--- config.mk ---
export PLATFORM = sky130hd
export DESIGN_NAME = nios_dmem_responder
export DESIGN_NICKNAME = d
export VERILOG_FILES = /design/src/rtl/nios_dmem_responder.sv
export SDC_FILE = /design/constraint.sdc
export NUM_CORES = 2
export LEC_CHECK = 0
export BUFFER_PORTS_ARGS = -buffer_cell sky130_fd_sc_hd__buf_2
export CORE_ASPECT_RATIO = 1.25
export CORE_MARGIN = 8
export CORE_UTILIZATION = 51
export CTS_BUF_LIST = sky130_fd_sc_hd__clkbuf_16
export DETAILED_ROUTE_END_ITERATION = 8
export GPL_TIMING_DRIVEN = 1
export PLACE_DENSITY_LB_ADDON = 0.3
export SYNTH_ARGS = -nofsm -noshare
export SYNTH_HDL_FRONTEND = slang
export SYNTH_SLANG_ARGS = --single-unit
export TNS_END_PERCENT = 20
--- constraint.sdc ---
create_clock -name clk -period 11.4 [get_ports clk]
set_clock_uncertainty 0.05 [all_clocks]
set_input_delay 1.14 -clock clk [delete_from_list [all_inputs] [get_ports clk]]
set_output_delay 1.14 -clock clk [all_outputs]
set_load 0.02 [all_outputs]
--- src/rtl/nios_dmem_responder.sv ---
// nios_dmem_responder: word RAM serving nios_2 stw/ldw on the data_mem_* bus, with post-reset clear sequencer.
// Optional statistics counters are enabled by defining DMEM_STATS_EN; otherwise the counter ports read 0.
module nios_dmem_responder #(
  parameter int ADDR_W = 6
) (
  input  logic        clk,
  input  logic        rst,
  input  logic        data_mem_wr_i,
  input  logic        data_mem_rd_i,
  input  logic [31:0] data_mem_addr_i,
  input  logic [31:0] data_mem_wdata_i,
  output logic [31:0] data_mem_rdata_o,
  output logic        ready_o,
  output logic        err_o,
  output logic        err_sticky_o,
  input  logic        clr_err_i,
  output logic [15:0] rd_cnt_o,
  output logic [15:0] wr_cnt_o,
  output logic [15:0] err_cnt_o
);
  localparam int DEPTH = 2 ** ADDR_W;
  typedef enum logic {INIT, RUN} state_t;
  state_t            r_state;
  logic [ADDR_W-1:0] r_ptr;
  logic              r_ready;
  logic              r_err;
  logic              r_sticky;
  logic [31:0]       r_rdata;
  logic [31:0]       r_mem [DEPTH];
  logic              w_req;
  logic              w_bad_addr;
  logic              w_init;
  logic              w_err;
  logic              w_wr_en;
  logic [ADDR_W-1:0] w_idx;
  assign w_req      = data_mem_rd_i | data_mem_wr_i;
  assign w_idx      = data_mem_addr_i[ADDR_W+1:2];
  assign w_bad_addr = (data_mem_addr_i[1:0] != 2'b00) || (data_mem_addr_i[31:ADDR_W+2] != '0);
  assign w_init     = (r_state == INIT);
  assign w_err      = w_req && (w_bad_addr || w_init || (data_mem_rd_i && data_mem_wr_i));
  // A simultaneous rd+wr still writes; only address faults and INIT suppress the write
  assign w_wr_en    = data_mem_wr_i && !w_init && !w_bad_addr;
  // Clear sequencer plus registered ready and error flags
  always_ff @(posedge clk or negedge rst) begin
    if (!rst) begin
      r_state  <= INIT;
      r_ptr    <= '0;
      r_ready  <= 1'b0;
      r_err    <= 1'b0;
      r_sticky <= 1'b0;
    end else begin
      if (r_state == INIT) begin
        r_ptr <= r_ptr + 1'b1;
        if (&r_ptr) begin
          r_state <= RUN;
          r_ready <= 1'b1;
        end
      end
      r_err    <= w_err;
      r_sticky <= w_err ? 1'b1 : (clr_err_i ? 1'b0 : r_sticky);
    end
  end
  // RAM array: clear writes own the port during INIT
  always_ff @(posedge clk) begin
    if (w_init) r_mem[r_ptr] <= '0;
    else if (w_wr_en) r_mem[w_idx] <= data_mem_wdata_i;
  end
  // Read register: returns pre-write contents; address faults and INIT load zero
  always_ff @(posedge clk or negedge rst) begin
    if (!rst) r_rdata <= '0;
    else if (data_mem_rd_i) r_rdata <= (w_bad_addr || w_init) ? '0 : r_mem[w_idx];
  end
  assign data_mem_rdata_o = r_rdata;
  assign ready_o          = r_ready;
  assign err_o            = r_err;
  assign err_sticky_o     = r_sticky;
`ifdef DMEM_STATS_EN
  logic [15:0] r_rd_cnt;
  logic [15:0] r_wr_cnt;
  logic [15:0] r_err_cnt;
  logic        w_rd_ok;
  logic        w_wr_ok;
  assign w_rd_ok = data_mem_rd_i && !w_err;
  assign w_wr_ok = data_mem_wr_i && !w_err;
  // Saturating access/error statistics
  always_ff @(posedge clk or negedge rst) begin
    if (!rst) begin
      r_rd_cnt  <= '0;
      r_wr_cnt  <= '0;
      r_err_cnt <= '0;
    end else begin
      r_rd_cnt  <= r_rd_cnt + {15'b0, w_rd_ok && (r_rd_cnt != 16'hFFFF)};
      r_wr_cnt  <= r_wr_cnt + {15'b0, w_wr_ok && (r_wr_cnt != 16'hFFFF)};
      r_err_cnt <= r_err_cnt + {15'b0, w_err && (r_err_cnt != 16'hFFFF)};
    end
  end
  assign rd_cnt_o  = r_rd_cnt;
  assign wr_cnt_o  = r_wr_cnt;
  assign err_cnt_o = r_err_cnt;
`else
  assign rd_cnt_o  = '0;
  assign wr_cnt_o  = '0;
  assign err_cnt_o = '0;
`endif
endmodule

== After elaboration in Yosys (flattened, before gate mapping) ==
Memory sizes are Yosys's and may differ from the RTL's.
Index checks and enable logic that the tools add are counted.

* Magnitude comparators: 0
* Add/sub/neg operators: 1
* Multiplexer cells: 12
* Multipliers: 0
* Eq/ne operators: 0
* Divide/modulo/power cells: 0
* Bitwise gates (word level): 2
* Shift-type cells: 0
* Reduce and logical (&&, ||, !) cells: 14

{| class="wikitable"
|+ Operator list
! operator !! count
|-
| two-way mux 32 bit || 2
|-
| OR reduction 32 bit || 1
|-
| nonzero test 24 bit || 1
|-
| two-way mux 1 bit || 9
|-
| AND reduction 7 bit || 1
|-
| adder 6 x 1 -> 6 bit, second input constant || 1
|-
| two-way mux 6 bit || 1
|-
| AND reduction 6 bit || 1
|-
| logical AND 1 bit || 4
|-
| nonzero test 2 bit || 2
|-
| logical OR 1 bit || 3
|-
| logical NOT 1 bit || 1
|-
| NOT 1 bit || 1
|-
| OR 1 bit || 1
|}

* Output and inout port bits: 83
* Word-level logic and storage cells: 36
* Bits in read-only memories: 0
* Memories: 1
* RAM bits: 2048
* Latch bits: 0
* Flip-flop bits (word level): 42

{| class="wikitable"
|+ Memories
! memory !! words !! width !! rd ports !! clocked after memory_dff !! write ports !! line !! source
|-
| r_mem || 64 || 32 || 1 || 0 || 1 || 29 || <nowiki>logic [31:0] r_mem [DEPTH];</nowiki>
|}

== Logic depth before layout (Yosys ltp) ==
* Word-level depth: 9
* Gate-level depth with buffers: 12

== Least setup slack after synthesis ==
OpenSTA, ideal clock, no wires.

* Kind: in2reg
* From: in data_mem_addr_i[16]
* To: mem r_mem[52][0] (enable)
* Buffers on the path: 1
* Data required time: 10849 ps
* Data arrival time: 5910 ps
* Cell stages on the path: 7
* Setup slack: 4939 ps
* Setup time: 501 ps
* Cell sequence: nor4_2 nand4_4 nor3_4 mux2i_1 clkbuf_1 nand2_1 nor4_1

* Cells in the longest elaborated chain, start to end: 9
* Elaborated cells between the ends (all ways): 10
* Classes of those cells: mux (5); reduce/logical (5)

{| class="wikitable"
|+ Ends and longest elaborated chain
! item !! line !! source
|-
| start, declared || 10 || <nowiki>input logic [31:0] data_mem_addr_i,</nowiki>
|-
| nonzero test 24 bit * || 38 || <nowiki>assign w_bad_addr = (data_mem_addr_i[1:0] != 2'b00) || (data_mem_addr_i[31:ADDR_W+2] != '0);</nowiki>
|-
| logical OR 1 bit * || 38 ||
|-
| logical NOT 1 bit * || 42 || <nowiki>assign w_wr_en = data_mem_wr_i && !w_init && !w_bad_addr;</nowiki>
|-
| logical AND 1 bit * || 42 ||
|-
| two-way mux 1 bit * || 66 || <nowiki>else if (w_wr_en) r_mem[w_idx] <= data_mem_wdata_i;</nowiki>
|-
| two-way mux 1 bit * || 65 || <nowiki>if (w_init) r_mem[r_ptr] <= '0;</nowiki>
|-
| two-way mux 1 bit (not written as such) * || 66 ||
|-
| OR reduction 32 bit (no source line) || -- ||
|-
| two-way mux 6 bit (no source line) / two-way mux 1 bit (equally long branches) || -- ||
|-
| end, declared || 29 ||
|}

Every way passes the cells marked *; elsewhere a longest branch is shown, timed or not.

== Worst setup path in the final report ==
* From: reg r_state
* To: mem r_mem[0][24] (enable)

* Cells in the longest elaborated chain, start to end: 7
* Elaborated cells between the ends (all ways): 9
* Classes of those cells: mux (6); reduce/logical (3)

{| class="wikitable"
|+ Ends and longest elaborated chain
! item !! line !! source
|-
| start, declared || 23 || <nowiki>state_t r_state;</nowiki>
|-
| start signal, assigned || 46 || <nowiki>r_state <= INIT;</nowiki>
|-
| start signal, assigned || 55 || <nowiki>r_state <= RUN;</nowiki>
|-
| logical AND 1 bit (2 in series) || 42 ||
|-
| two-way mux 1 bit || 66 ||
|-
| two-way mux 1 bit || 65 ||
|-
| two-way mux 1 bit (not written as such) || 66 ||
|-
| OR reduction 32 bit (no source line) || -- ||
|-
| two-way mux 6 bit (no source line) / two-way mux 1 bit (equally long branches) || -- ||
|}

Several ways; a longest one is shown, not always the timed one.

==> summary by stage <==
GRT
The first global-routing pass estimated 305,000 um of wire. Entering global routing, the biggest net connects 135 pins. The initial antenna violation count is 5. The aggregate global routing overflow is 0. The total track usage is 0.242. The number of global-route vias before repair was 42,800.

Yosys
The post-synthesis cell count is 4,262. The number of warning messages in the yosys log is 0. The synthesized area is 0.0817 mm2. The number of synthesized flops with an enable pin is 2,048.

After synthesis the netlist holds a flip-flop and latch count of 2,090. The mean post-synth cell area is 19.2 um2. Counting flops with an async set or reset pin after synthesis yields a share of 0.0201. In this run, distinct cell masters in the synthesized netlist total 60.

Of the synthesized area, sequential elements account for 0.766. Among all flip-flop cells after synthesis, the most frequent one is sky130_fd_sc_hd__edfxtp_1.

Route
The aggregate routed wire length is 215,000 um. The post-detailed-route count of antenna-violating nets is 0. The average wire per standard cell is 32.2 um. In the routed layout, each cell is associated on average with a via count of 6.34. For this run, the detailed router's first-pass iteration total came to 6.

The detailed-route via count is 42,300. In the routed design, unresolved DRC markers number 0. The number of DRC markers after the initial detailed-route iteration is 4,762.

Die
The row count is 164. The floorplan step defined a die boundary enclosing 0.173 mm2. The die outline height is 463 um. The horizontal die dimension is 374 um. 152 I/O pins were placed. The initial utilization of the core area, before any placement, comes to 0.512.

In this run the standard cell core region covers 0.159 mm2.

Critical path
The worst setup path category is reg2reg. Of all nets on the critical path, the largest fanout is 51. The cell type of the slowest stage on the worst timing path is sky130_fd_sc_hd__mux2i_1. STA puts the critical path data arrival time at 5.39 ns. The critical path goes through nor4b_4, nand4_4, nor3_4, buf_4, mux2i_1, nand2_1, nor2_4, buf_4. The worst setup path is launched from a register.

The cell that appears most often on the critical path is sky130_fd_sc_hd__buf_4. The delay contributed by the slowest stage of the critical path is 0.82 ns. STA puts the critical path data required time at 11.81 ns. The endpoint kind of the worst setup timing path is a register.

Clock network
The number of setup buffers added after CTS is 0. The H-tree depth is 4. The total of hold buffers inserted after clock tree synthesis is 0. The tree built by TritonCTS fans out to 2,090 sinks. The register clock-pin slew on the reported worst setup and hold paths is 0.07 ns. The worst-skew pair later-pin latency is 0.83 ns.

TritonCTS created 184 clock buffers. The number of cells upsized or downsized after cts is 0. TritonCTS built the clock tree. The master cell of the clock root buffer is sky130_fd_sc_hd__clkbuf_16. The clock tree buffer depth is 3.

Power and ir drop
Overall power consumption after layout is estimated at 14.8 mW. The total power density per cell area is 163 mW/mm2. The worst IR drop on VDD is 0.175 mV. The analysis attributes to cell leakage a power of 25.9 nW.

Finish
The post-layout net count is 4,509. In the final layout, the share of cells above drive strength 1 is 0.183. The utilization after layout is 0.569.

For this run, the number of standard cells in the final layout without fillers is 6,674. From synthesis to final layout, the design area changed by 11.2%. After filler insertion, the fill cell instance count of the layout stands at 11,700.

STA
The final max-slew violation count is 0. The sum of negative setup slack is 0 ns. The number of failing hold endpoints at the final stage came to 0. After layout, the minimum clock period comes to 4.98 ns. The part of the cycle the worst path needs is 0.437. Setup repair after global routing left no endpoint under its margin.

The transition time at the pin with the least slew margin is 1.27 ns. Setup violations remaining at the end of the flow were counted as 0. Based on the critical path, the design can be clocked at up to 0.201 GHz. The worst pin sits at a relative slew slack of 0.153.

Placement
The total of buffers placed on input and output ports is 103. The placer congestion estimate is 0.885. The number of cells in the design after placement is 6,328.

The wire-length estimate of the detail-placed layout is 119,000 um.

Flow run
The tool flagged a number of max-cap violations equal to 0.

Worst hold path
The path class of the tightest hold or removal check is reg2reg.

Outcome
The run finished with clean final reports.
## cell families after synthesis
group           count (synthesis)  share of synthesized area
simple gates                  470                     0.0289
other cells                     1                  0.0000459
mux                           885                      0.141
fa+ha+maj                       1                   0.000153
xor+xnor                        5                   0.000536
flops                        2090                      0.766
compound gates                508                     0.0439
buf+inv                       302                     0.0200
## routing by layer
| metal | GRT usage | part of all wire | vias up |
|---|---|---|---|
| met2 | 0.408 | 0.50 | 2054 |
| met1 | 0.307 | 0.38 | 22200 |
| li1 | - | - | 17600 |
| met4 | 0.106 | 0.049 | 0 |
| met3 | 0.0467 | 0.077 | 466 |
| met5 | 0 | 0 | - |
## power breakdown
part	internal [mW]	switching, mW
Combinational	0.136	0.299
Sequential	8.30	0.000130
Clock	3.30	2.74
## state kept, by name (all words and copies together) (netlist names)
| name | cells |
|---|---|
| r_ptr | 6 |
| r_mem | 2048 |
| err_sticky_o | 1 |
| ready_o | 1 |
| r_state | 1 |
| err_o | 1 |
| data_mem_rdata_o | 32 |
## cells in the final DEF, fill, tap and decap left out, types with 48 or more instances in the layout
cell	n
sky130_fd_sc_hd__clkbuf_16	189
sky130_fd_sc_hd__buf_4	129
sky130_fd_sc_hd__nand2_1	128
sky130_fd_sc_hd__mux2i_1	666
sky130_fd_sc_hd__buf_2	98
sky130_fd_sc_hd__edfxtp_1	2048
sky130_fd_sc_hd__nand3_1	121
sky130_fd_sc_hd__inv_1	50
sky130_fd_sc_hd__a22o_1	63
sky130_fd_sc_hd__mux4_2	208
sky130_fd_sc_hd__conb_1	48
sky130_fd_sc_hd__a21oi_1	115
sky130_fd_sc_hd__a22oi_1	162
## final cells by class
cell class                      count  area (um2)  area share
Clock inverter                    154        1080      0.0119
Inverter                           11        41.3    0.000455
Tap cell                         2075        2600      0.0286
Clock buffer                      189        4730      0.0521
Antenna cell                        3        7.51   0.0000827
Sequential cell                  2090       62600       0.689
Multi-Input combinational cell   1917       18200       0.200
Timing Repair Buffer              235        1610      0.0177
## critical path: cells and delay by family, from the launching register on
kind | cells | cell delay [ns]
multiplexers | 1 | 0.82
buffers and inverters | 2 | 1.00
AND/OR/NAND/NOR | 5 | 2.03
flip-flops | 1 | 0.61
## final timing paths
check	start	end	cells after the start	slack [ns]
min in group asynchronous	rst	data_mem_rdata_o[28]	2	0.46
max reg2reg	r_state	r_mem[0][24]	8	6.42
max	r_state	r_mem[0][24]	8	6.42
min reg2reg	data_mem_rdata_o[1]	data_mem_rdata_o[1]	1	0.44
min	data_mem_rdata_o[1]	data_mem_rdata_o[1]	1	0.44
max in group asynchronous	rst	data_mem_rdata_o[20]	2	10.14
## cells in the mapped netlist, types with 19 or more instances
master	number	share of area
sky130_fd_sc_hd__o21ai_0	19	0.0012
sky130_fd_sc_hd__dfrtp_1	42	0.013
sky130_fd_sc_hd__nor2b_1	19	0.0015
sky130_fd_sc_hd__mux4_2	208	0.057
sky130_fd_sc_hd__and2_1	35	0.0027
sky130_fd_sc_hd__edfxtp_1	2048	0.75
sky130_fd_sc_hd__clkbuf_1	113	0.0052
sky130_fd_sc_hd__buf_4	109	0.010
sky130_fd_sc_hd__a22o_1	63	0.0068
sky130_fd_sc_hd__a21oi_1	115	0.0070
sky130_fd_sc_hd__a22oi_1	162	0.015
sky130_fd_sc_hd__nor2_1	51	0.0023
sky130_fd_sc_hd__nand2_1	128	0.0059
sky130_fd_sc_hd__mux2i_1	666	0.082
sky130_fd_sc_hd__nor3_1	51	0.0031
sky130_fd_sc_hd__a31oi_1	38	0.0029
sky130_fd_sc_hd__nand3_1	121	0.0074
sky130_fd_sc_hd__buf_2	50	0.0031
sky130_fd_sc_hd__o22ai_1	20	0.0015
## stage by stage
stage,hold slack (ns),setup slack (ns),instance area [um2]
detailed placement,0.425,5.80,85000
global placement,0.414,5.94,85000
global route,0.457,6.29,90800
CTS,0.430,6.55,90800
floorplan,0.441,4.94,81800
finish,0.436,6.42,90800
(Power assumes the default switching activity.)
